===== config.mk =====
export PLATFORM = sky130hd
export DESIGN_NAME = teclado_scan
export DESIGN_NICKNAME = d
export VERILOG_FILES = /design/src/rtl/teclado_pkg.sv /design/src/rtl/teclado_fifo.sv /design/src/rtl/teclado_scan.sv
export SDC_FILE = /design/constraint.sdc
export NUM_CORES = 1
export LEC_CHECK = 0
export CAP_MARGIN = 5
export CORE_MARGIN = 2
export CORE_UTILIZATION = 60
export DETAILED_ROUTE_END_ITERATION = 10
export PLACE_DENSITY = 0.87
export RECOVER_POWER = 100
export SLEW_MARGIN = 20
export SYNTH_ARGS = -nofsm -noshare
export SYNTH_HDL_FRONTEND = slang
export SYNTH_SLANG_ARGS = --single-unit

===== constraint.sdc =====
create_clock -name clk -period 3.6 [get_ports clk]
set_clock_uncertainty 0.05 [all_clocks]
set_input_delay 0.54 -clock clk [delete_from_list [all_inputs] [get_ports clk]]
set_output_delay 0.54 -clock clk [all_outputs]
set_load 0.02 [all_outputs]

===== src/rtl/teclado_pkg.sv =====
// teclado_pkg
// Shared definitions for the keypad scanner:
//   state_e   - scanner/debounce state machine states
//   KEY_*     - codes for the non-digit keys of the calculator keypad
//   map4x4    - converts a (row, col) position on the 4x4 keypad to its code
package teclado_pkg;

  typedef enum logic [1:0] {
    SCAN     = 2'd0,
    DEBOUNCE = 2'd1,
    HELD     = 2'd2
  } state_e;

  localparam logic [3:0] KEY_STAR = 4'hF;
  localparam logic [3:0] KEY_HASH = 4'hE;
  localparam logic [3:0] KEY_A    = 4'hD;
  localparam logic [3:0] KEY_B    = 4'hC;
  localparam logic [3:0] KEY_C    = 4'hB;
  localparam logic [3:0] KEY_D    = 4'hA;

  // Physical layout, row-major:  1 2 3 A / 4 5 6 B / 7 8 9 C / * 0 # D
  function automatic logic [3:0] map4x4(input logic [1:0] row, input logic [1:0] col);
    logic [3:0] code;
    case ({row, col})
      4'h0:    code = 4'h1;
      4'h1:    code = 4'h2;
      4'h2:    code = 4'h3;
      4'h3:    code = KEY_A;
      4'h4:    code = 4'h4;
      4'h5:    code = 4'h5;
      4'h6:    code = 4'h6;
      4'h7:    code = KEY_B;
      4'h8:    code = 4'h7;
      4'h9:    code = 4'h8;
      4'hA:    code = 4'h9;
      4'hB:    code = KEY_C;
      4'hC:    code = KEY_STAR;
      4'hD:    code = 4'h0;
      4'hE:    code = KEY_HASH;
      default: code = KEY_D;
    endcase
    return code;
  endfunction

endpackage


===== src/rtl/teclado_fifo.sv =====
// teclado_fifo
// Small synchronous FIFO buffering accepted key codes.
// Ports:
//   clk_i    - clock
//   rst_i    - asynchronous active-high reset, empties the FIFO
//   push_i   - write data_i (accepted when not full, or when popping the same cycle)
//   data_i   - code to store
//   pop_i    - remove the head entry (ignored when empty)
//   head_o   - entry at the head, zero while empty
//   full_o   - all DEPTH entries occupied
//   empty_o  - no entries
module teclado_fifo
  import teclado_pkg::*;
#(
  parameter int DEPTH = 4,
  parameter int WIDTH = 4
) (
  input  logic             clk_i,
  input  logic             rst_i,
  input  logic             push_i,
  input  logic [WIDTH-1:0] data_i,
  input  logic             pop_i,
  output logic [WIDTH-1:0] head_o,
  output logic             full_o,
  output logic             empty_o
);

  localparam int AW = $clog2(DEPTH);
  localparam int PW = AW + 1;

  // Pointers carry one extra wrap bit so full and empty can be told apart.
  logic [PW-1:0]    wrPtr_q, wrPtr_d;
  logic [PW-1:0]    rdPtr_q, rdPtr_d;
  logic [WIDTH-1:0] mem_q [DEPTH];
  logic             doPush;
  logic             doPop;

  assign empty_o = (wrPtr_q == rdPtr_q);
  assign full_o  = (wrPtr_q[AW] != rdPtr_q[AW]) && (wrPtr_q[AW-1:0] == rdPtr_q[AW-1:0]);

  // A pop frees a slot in the same edge, so a push while full is still taken.
  assign doPop  = pop_i && !empty_o;
  assign doPush = push_i && (!full_o || doPop);

  assign head_o = empty_o ? '0 : mem_q[rdPtr_q[AW-1:0]];

  always_comb begin
    wrPtr_d = wrPtr_q;
    rdPtr_d = rdPtr_q;
    if (doPush) wrPtr_d = wrPtr_q + PW'(1);
    if (doPop)  rdPtr_d = rdPtr_q + PW'(1);
  end

  always_ff @(posedge clk_i or posedge rst_i) begin
    if (rst_i) begin
      wrPtr_q <= '0;
      rdPtr_q <= '0;
    end else begin
      wrPtr_q <= wrPtr_d;
      rdPtr_q <= rdPtr_d;
    end
  end

  // Storage needs no reset: head_o is masked while the FIFO is empty.
  always_ff @(posedge clk_i) begin
    if (doPush) mem_q[wrPtr_q[AW-1:0]] <= data_i;
  end

endmodule


===== src/rtl/teclado_scan.sv =====
// teclado_scan
// Matrix keypad scanner: drives one row low at a time, synchronises and
// debounces the column returns, encodes each accepted press and buffers the
// codes in a FIFO read out over a valid/ready handshake.
// Ports:
//   clk        - system clock
//   rst        - asynchronous active-high reset
//   col_n      - column returns, active low, asynchronous
//   row_n      - row drives, active low, at most one low
//   key_code   - code at the FIFO head
//   key_valid  - FIFO not empty
//   key_ready  - consumer takes key_code when key_valid is also high
//   key_held   - an accepted key has not yet been confirmed released
//   overflow   - one-cycle pulse when an accepted code is dropped (FIFO full)
module teclado_scan #(
  parameter int ROWS       = 4,
  parameter int COLS       = 4,
  parameter int SCAN_DIV   = 1000,
  parameter int DEBOUNCE   = 8,
  parameter int FIFO_DEPTH = 4,
  parameter int MAP_EN     = 1,
  parameter int KEY_W      = ($clog2(ROWS * COLS) > 4) ? $clog2(ROWS * COLS) : 4
) (
  input  logic             clk,
  input  logic             rst,
  input  logic [COLS-1:0]  col_n,
  output logic [ROWS-1:0]  row_n,
  output logic [KEY_W-1:0] key_code,
  output logic             key_valid,
  input  logic             key_ready,
  output logic             key_held,
  output logic             overflow
);

  import teclado_pkg::*;

  localparam int RW = $clog2(ROWS);
  localparam int CW = $clog2(COLS);
  localparam int SW = $clog2(SCAN_DIV);
  localparam logic [7:0] DEB_CNT = 8'(DEBOUNCE);

  logic [COLS-1:0]  colMeta_q;
  logic [COLS-1:0]  colSync_q;
  logic [SW-1:0]    slot_q, slot_d;
  state_e           state_q, state_d;
  logic [RW-1:0]    rowPtr_q, rowPtr_d;
  logic [CW-1:0]    col_q, col_d;
  logic [7:0]       cnt_q, cnt_d;
  logic             held_q, held_d;
  logic             push_q, push_d;
  logic [KEY_W-1:0] pushCode_q, pushCode_d;
  logic             overflow_q, overflow_d;

  logic             sampleNow;
  logic             anyLow;
  logic [CW-1:0]    lowCol;
  logic [RW-1:0]    rowNext;
  logic [7:0]       cntInc;
  logic [KEY_W-1:0] keyCode;
  logic [ROWS-1:0]  rowOneHot;

  logic             fifoPop;
  logic             fifoFull;
  logic             fifoEmpty;

  assign sampleNow = (slot_q == SW'(SCAN_DIV - 1));
  assign anyLow    = ~&colSync_q;
  assign rowNext   = (rowPtr_q == RW'(ROWS - 1)) ? '0 : rowPtr_q + RW'(1);
  assign cntInc    = cnt_q + 8'd1;
  assign rowOneHot = ROWS'(1) << rowPtr_q;

  // Gated by rst directly so that row 0 is driven in the very first cycle
  // after reset is released, giving that slot its full length.
  assign row_n = rst ? '1 : ~rowOneHot;

  // Lowest-index low column wins when several keys share the row.
  always_comb begin
    lowCol = '0;
    for (int i = COLS - 1; i >= 0; i--) begin
      if (!colSync_q[i]) lowCol = CW'(i);
    end
  end

  generate
    if (MAP_EN != 0) begin : gMap
      always_comb begin
        keyCode      = '0;
        keyCode[3:0] = map4x4(rowPtr_q[1:0], lowCol[1:0]);
      end
    end else begin : gRaw
      always_comb begin
        keyCode = KEY_W'(rowPtr_q) * KEY_W'(COLS) + KEY_W'(lowCol);
      end
    end
  endgenerate

  // Scan/debounce state machine, evaluated once per slot on its last cycle.
  // The row pointer stays put while debouncing or held so the same row keeps
  // being observed. The state literal DEBOUNCE is package-qualified because
  // the parameter of the same name shadows it inside this module.
  always_comb begin
    state_d    = state_q;
    rowPtr_d   = rowPtr_q;
    col_d      = col_q;
    cnt_d      = cnt_q;
    held_d     = held_q;
    push_d     = 1'b0;
    pushCode_d = pushCode_q;
    slot_d     = sampleNow ? '0 : slot_q + SW'(1);

    // key_held rises as the code is written, together with key_valid.
    if (push_q) held_d = 1'b1;

    if (sampleNow) begin
      unique case (state_q)
        SCAN: begin
          if (anyLow) begin
            col_d = lowCol;
            if (DEB_CNT <= 8'd1) begin
              push_d     = 1'b1;
              pushCode_d = keyCode;
              cnt_d      = '0;
              state_d    = HELD;
            end else begin
              cnt_d   = 8'd1;
              state_d = teclado_pkg::DEBOUNCE;
            end
          end else begin
            rowPtr_d = rowNext;
          end
        end

        teclado_pkg::DEBOUNCE: begin
          if (anyLow && (lowCol == col_q)) begin
            if (cntInc >= DEB_CNT) begin
              push_d     = 1'b1;
              pushCode_d = keyCode;
              cnt_d      = '0;
              state_d    = HELD;
            end else begin
              cnt_d = cntInc;
            end
          end else begin
            cnt_d    = '0;
            state_d  = SCAN;
            rowPtr_d = rowNext;
          end
        end

        HELD: begin
          if (!anyLow) begin
            if (cntInc >= DEB_CNT) begin
              cnt_d    = '0;
              held_d   = 1'b0;
              state_d  = SCAN;
              rowPtr_d = rowNext;
            end else begin
              cnt_d = cntInc;
            end
          end else begin
            cnt_d = '0;
          end
        end

        default: state_d = SCAN;
      endcase
    end
  end

  assign fifoPop    = key_valid && key_ready;
  assign overflow_d = push_q && fifoFull && !fifoPop;

  // Synchroniser starts at all-high so reset never looks like a press.
  always_ff @(posedge clk or posedge rst) begin
    if (rst) begin
      colMeta_q  <= '1;
      colSync_q  <= '1;
      slot_q     <= '0;
      state_q    <= SCAN;
      rowPtr_q   <= '0;
      col_q      <= '0;
      cnt_q      <= '0;
      held_q     <= 1'b0;
      push_q     <= 1'b0;
      pushCode_q <= '0;
      overflow_q <= 1'b0;
    end else begin
      colMeta_q  <= col_n;
      colSync_q  <= colMeta_q;
      slot_q     <= slot_d;
      state_q    <= state_d;
      rowPtr_q   <= rowPtr_d;
      col_q      <= col_d;
      cnt_q      <= cnt_d;
      held_q     <= held_d;
      push_q     <= push_d;
      pushCode_q <= pushCode_d;
      overflow_q <= overflow_d;
    end
  end

  teclado_fifo #(
    .DEPTH (FIFO_DEPTH),
    .WIDTH (KEY_W)
  ) uFifo (
    .clk_i   (clk),
    .rst_i   (rst),
    .push_i  (push_q),
    .data_i  (pushCode_q),
    .pop_i   (fifoPop),
    .head_o  (key_code),
    .full_o  (fifoFull),
    .empty_o (fifoEmpty)
  );

  assign key_valid = !fifoEmpty;
  assign key_held  = held_q;
  assign overflow  = overflow_q;

endmodule


After elaboration in Yosys (flattened, before gate mapping) --
Memories as Yosys holds them, arrays and structs flattened. A register that Yosys moved wholly into a read port is not among the register bits. Cells that the tools add are included.
Storage, ports and cells: logic and storage cells 92, flip-flop bits (word level) 41, memories 2, bits in read-only memories 64, RAM bits 16, output and inout bits 11
Cells by class: reduce and logical (&&, ||, !) cells 20, equal/unequal tests 14, order comparisons 1, shift operators 1, multiplexer cells 35, bitwise logic cells 2, add/sub/neg operators 5
Memory list:
- (name not given) | depth 16, width 4, rd ports 1, clocked after memory_dff 1, wr ports 0, line teclado_pkg.sv:24 | case ({row, col})
- uFifo.mem_q | depth 4, width 4, rd ports 1, clocked after memory_dff 0, wr ports 1, line teclado_fifo.sv:34 | logic [WIDTH-1:0] mem_q [DEPTH];
Operators with widths (count):
- $mux W8 | 4
- $mux W2 | 14
- $pmux W8 S3 | 1
- $pmux W2 S3 | 2
- $mux W1 | 11
- $add A10 B1 Y10 const B | 1
- $eq A10 B10 Y1 const B | 1
- $mux W10 | 1
- $ne A2 B2 Y1 const B | 5
- $add A8 B1 Y8 const B | 1
- $ge A8 B4 Y1 const B | 1
- $mux W4 | 2
- $reduce_and A4 Y1 | 2
- $logic_and A1 B1 Y1 | 7
- $add A3 B1 Y3 const B | 2
- $reduce_and A3 Y1 | 2
- $reduce_and A6 Y1 | 1
- $reduce_and A5 Y1 | 1
- $eq A2 B2 Y1 | 2
- $eq A2 B2 Y1 const B | 2
- $logic_not A1 Y1 | 4
- $not A4 Y4 | 1
- $shl A1 B2 Y4 const A | 1
- $eq A3 B3 Y1 | 1
- 8 further kinds | 8

Logic depth before layout (Yosys ltp) --
word-level depth 9, mapped depth 8, depth with buffers taken out 8

Cells and area by module --
Synthesis repeated with hierarchy kept, for this count alone.
Second synthesis, totals: cells, all modules 262, area total of the unflattened synthesis 3126.7 um2
Modules (own cells, without submodules):
- teclado_scan | instances 1, seq. area each 985.9 um2, area an instance 2074.5 um2, cells an instance 201
- teclado_fifo | instances 1, seq. area each 630.6 um2, area an instance 1052.3 um2, cells an instance 61

Least setup slack after synthesis --
Ideal clock, no wire load.
kind input-to-output, start in rst, end out row_n[0], buffers on the path 0, arrival time 1.905 ns, setup slack 1.105 ns, data required time 3.010 ns, stages on the path 2, path through inv_1 > nand2_1
Between the ends: longest elaborated chain between the ends 1
Ends and longest elaborated chain:
- from (decl) | line teclado_scan.sv:25 | input logic rst,
- $mux W4 | line teclado_scan.sv:74 | assign row_n = rst ? '1 : ~rowOneHot;
- to (decl) | line teclado_scan.sv:27 | output logic [ROWS-1:0] row_n,
No other way between the ends.

Final worst setup path --
start reg slot_q[0], end reg pushCode_q[2]
Between the ends: longest elaborated chain between the ends 2
Ends and longest elaborated chain:
- from (decl) | line teclado_scan.sv:44 | logic [SW-1:0] slot_q, slot_d;
- from (signal assigned) | line teclado_scan.sv:190 | slot_q <= slot_d;
- $eq A10 B10 Y1 | line teclado_scan.sv:66 | assign sampleNow = (slot_q == SW'(SCAN_DIV - 1));
- $reduce_and A4 Y1 (no line)
- to (decl) | line teclado_scan.sv:51 | logic [KEY_W-1:0] pushCode_q, pushCode_d;
No other way between the ends. A chain may end at the register's enable or synchronous reset.

==> results.cfg <==
[setup_path]
cp_slowest_cell = nor3_1
crit_path_end_kind = flop
slowest_delay_ps = 890
startpoint_type = flop
crit_arrival_ps = 3040
cp_cell_sequence = ha_1, nand4_1, nor3_1, o21ai_0, or2_1, mux2_2
path_class = flop to flop
cp_max_fo = 10
required_ps = 3770

[sta]
worst_slack_ps = 737
slew_headroom_pct = 29.0
period_share_pct = 79.5
finalSetupTns_ps = 0
rsz0062_at_grt = no
finalSetupViolations = 0
fmax_mhz = 349
worst_pin_slew_ps = 1060
holdWs_ps = 306
finalHoldViolations = 0
final_max_slew_viol_count = 0
period_minus_slack_ps = 2860

[synth]
ys.flop_type = dfrtp_1
syn-num-nets = 266
synth-async-reset-ratio_pct = 73.8
synth.area.top_cells = dfrtp_1 (31%), edfxtp_1 (16%), ha_1 (8.1%)
ys_types = 46
yosys.area.top_type = dfrtp_1
synth_most_common_cell = dfrtp_1
yosysSeqAreaShare_pct = 54.8
yosys-top-cells-count = dfrtp_1 (37), nor2_1 (21), ha_1 (19), inv_1 (19), edfxtp_1 (16)
synth_seq_cells = 61
ys_warn_count = 0
synth_top_cell_area_share_pct = 31.4
synth_area_mm2 = 0.00295
synthCells = 240
avgSynthCellArea_um2 = 12.3
synth_edf_count = 16

[placed_design]
hpwl_um = 3380
place_area_mm2 = 0.00319
preCtsSetupSlack_ps = 1200
dp_cells = 320
globalplace.congestion = 0.772
numPortBuffers = 17

[global_route]
antenna_found_initial = 0
grt_max_degree = 46
grt_usage_pct = 19.8
grt_pass1_wl_um = 7940
gr-total-overflow = 0
grt_pass1_vias = 1799

[die]
die-height_um = 74.1
die_w_um = 74.1
rows = 25
fp.coreArea_mm2 = 0.00472
dieArea_mm2 = 0.00549
start_util_pct = 62.5
boundaryPins = 18

[clock_tree]
postCtsSetupRepairBufs = 0
clockBufferDepth = 2
cts_resized = 0
tritoncts = built
clock_sinks = 61
cts.clk_slew.worst_paths_ps = 70
cts_made_buffers = 9
cts_root_buf = clkbuf_8
clkLatencyLatePin_ps = 340
ctsHoldBuffers = 0
h-tree-depth = 3

[detailed_routing]
drt-pass1-iter-count = 4
avgRoutedWirePerCell_um = 14.2
drc = 0
antenna_left = 0
drt-initial-drc-count = 96
wl_um = 4760
avgViaCountPerCell = 5.29
num_vias = 1779

[cells_and_area]
antennaDiodeCount = 0
finalInstanceArea_mm2 = 0.00340
final_cells = 336
area_delta_synth_final_pct = 15.1
fin_nets = 290
drive_gt1_share_pct = 16.0

[power]
peakVddDrop_mv = 0.506
power_density_mw_per_mm2 = 435
power.leakage_nw = 1.59

[flow_run]
cap_violations = 0

[worst_hold_path]
holdCritPathClass = flop to flop

[run_status]
status = finished clean
[per-stage QoR]
step / power (mW) / utilization, %
after global placement: 0.767 / 67.6
final: 1.48 / 71.9
after detailed placement: 0.768 / 67.6
after global routing: 1.52 / 71.9
after floorplan: 0.752 / -
after CTS: 1.49 / 72.6
[cell usage in the layout, fill, tap and decap left out, types with 2 or more instances in the layout]
| master | Yosys | layout |
|---|---|---|
| dfrtp_1 | 37 | 37 |
| nor2_1 | 21 | 21 |
| inv_1 | 19 | 19 |
| ha_1 | 19 | 19 |
| dlygate4sd3_1 | 0 | 16 |
| edfxtp_1 | 16 | 16 |
| nand2_1 | 12 | 12 |
| nand3_1 | 11 | 11 |
| xnor2_1 | 10 | 10 |
| clkbuf_8 | 0 | 10 |
| mux2_2 | 9 | 9 |
| a31oi_1 | 8 | 8 |
| dfstp_2 | 8 | 8 |
| o21ai_0 | 5 | 6 |
| and2b_2 | 5 | 5 |
| xor2_1 | 5 | 5 |
| and3_1 | 4 | 4 |
| mux2i_1 | 4 | 4 |
| mux4_2 | 4 | 4 |
| and2_1 | 5 | 4 |
| nor3_1 | 1 | 3 |
| nand2b_1 | 3 | 3 |
| bufinv_16 | 0 | 3 |
| nand4_1 | 1 | 2 |
| and4_1 | 2 | 2 |
| a32oi_1 | 2 | 2 |
| nor2b_1 | 2 | 2 |
| a21oi_1 | 2 | 2 |
| clkinv_1 | 0 | 2 |
[kinds of logic (layout without fill, tap and decap cells)]
group                      after synthesis  after routing  share of synthesized area [%]
xor gates and xnor gates                15             15                           4.45
and+or+nand+nor                         78             78                           15.7
DFF                                     61             61                           54.8
adders and majority gates               19             19                           8.06
AOI/OAI and AO/OA                       26             26                           6.02
buffers and inverters                   24             53                           3.10
muxes                                   17             17                           7.85
[path summary, 6_finish.rpt]
kind,from,to,slack (ps),cells past startpoint
max in group asynchronous,rst,colMeta_q[2]$_DFF_PP1_,2170,3
setup / recovery,slot_q[0]$_DFF_PP0_,pushCode_q[2]$_DFFE_PP0P_,740,6
hold reg to reg,colMeta_q[3]$_DFF_PP1_,colSync_q[3]$_DFF_PP1_,310,0
min in group asynchronous,rst,uFifo.wrPtr_q[1]$_DFFE_PP0P_,940,3
hold / removal,colMeta_q[3]$_DFF_PP1_,colSync_q[3]$_DFF_PP1_,310,0
setup reg to reg,slot_q[0]$_DFF_PP0_,pushCode_q[2]$_DFFE_PP0P_,740,6
[metal layers]
metal  track usage, %  share of wire, %
met5                0                 0
met4             13.5               2.5
met3             4.34               3.3
met2             32.2                51
met1             23.7                43
[layout make-up]
type                    instances  area, um2
inverters                      19       71.3
fillers                       319       1330
clock buffers                  11        141
repair buffers                 18        178
well taps                      67       83.8
multi-input cells             155       1210
flip-flops and latches         61       1620
clock inverters                 5       97.6
[flip-flops by register name, indices dropped and copies added, names as in the netlist, 2 cells and up]
| signal | cells |
|---|---|
| rowPtr_q | 2 |
| cnt_q | 8 |
| uFifo.rdPtr_q | 3 |
| colSync_q | 4 |
| uFifo.wrPtr_q | 3 |
| state_q | 2 |
| col_q | 2 |
| colMeta_q | 4 |
| uFifo.mem_q | 16 |
| slot_q | 10 |
| pushCode_q | 4 |
[critical path: cells and delay by family, from the launching register on]
family	cells	cell delay (ps)
flip-flops	1	380
AO/OA/AOI/OAI	1	310
multiplexers	1	310
AND/OR/NAND/NOR	3	1470
adder cells (fa/ha/maj)	1	250
[where the power goes]
group | switching, mW | internal, mW
clock network | 0.249 | 0.474
logic | 0.0217 | 0.0125
registers | 0.00309 | 0.716
total | 0.274 | 1.20
(Power assumes the default switching activity.)
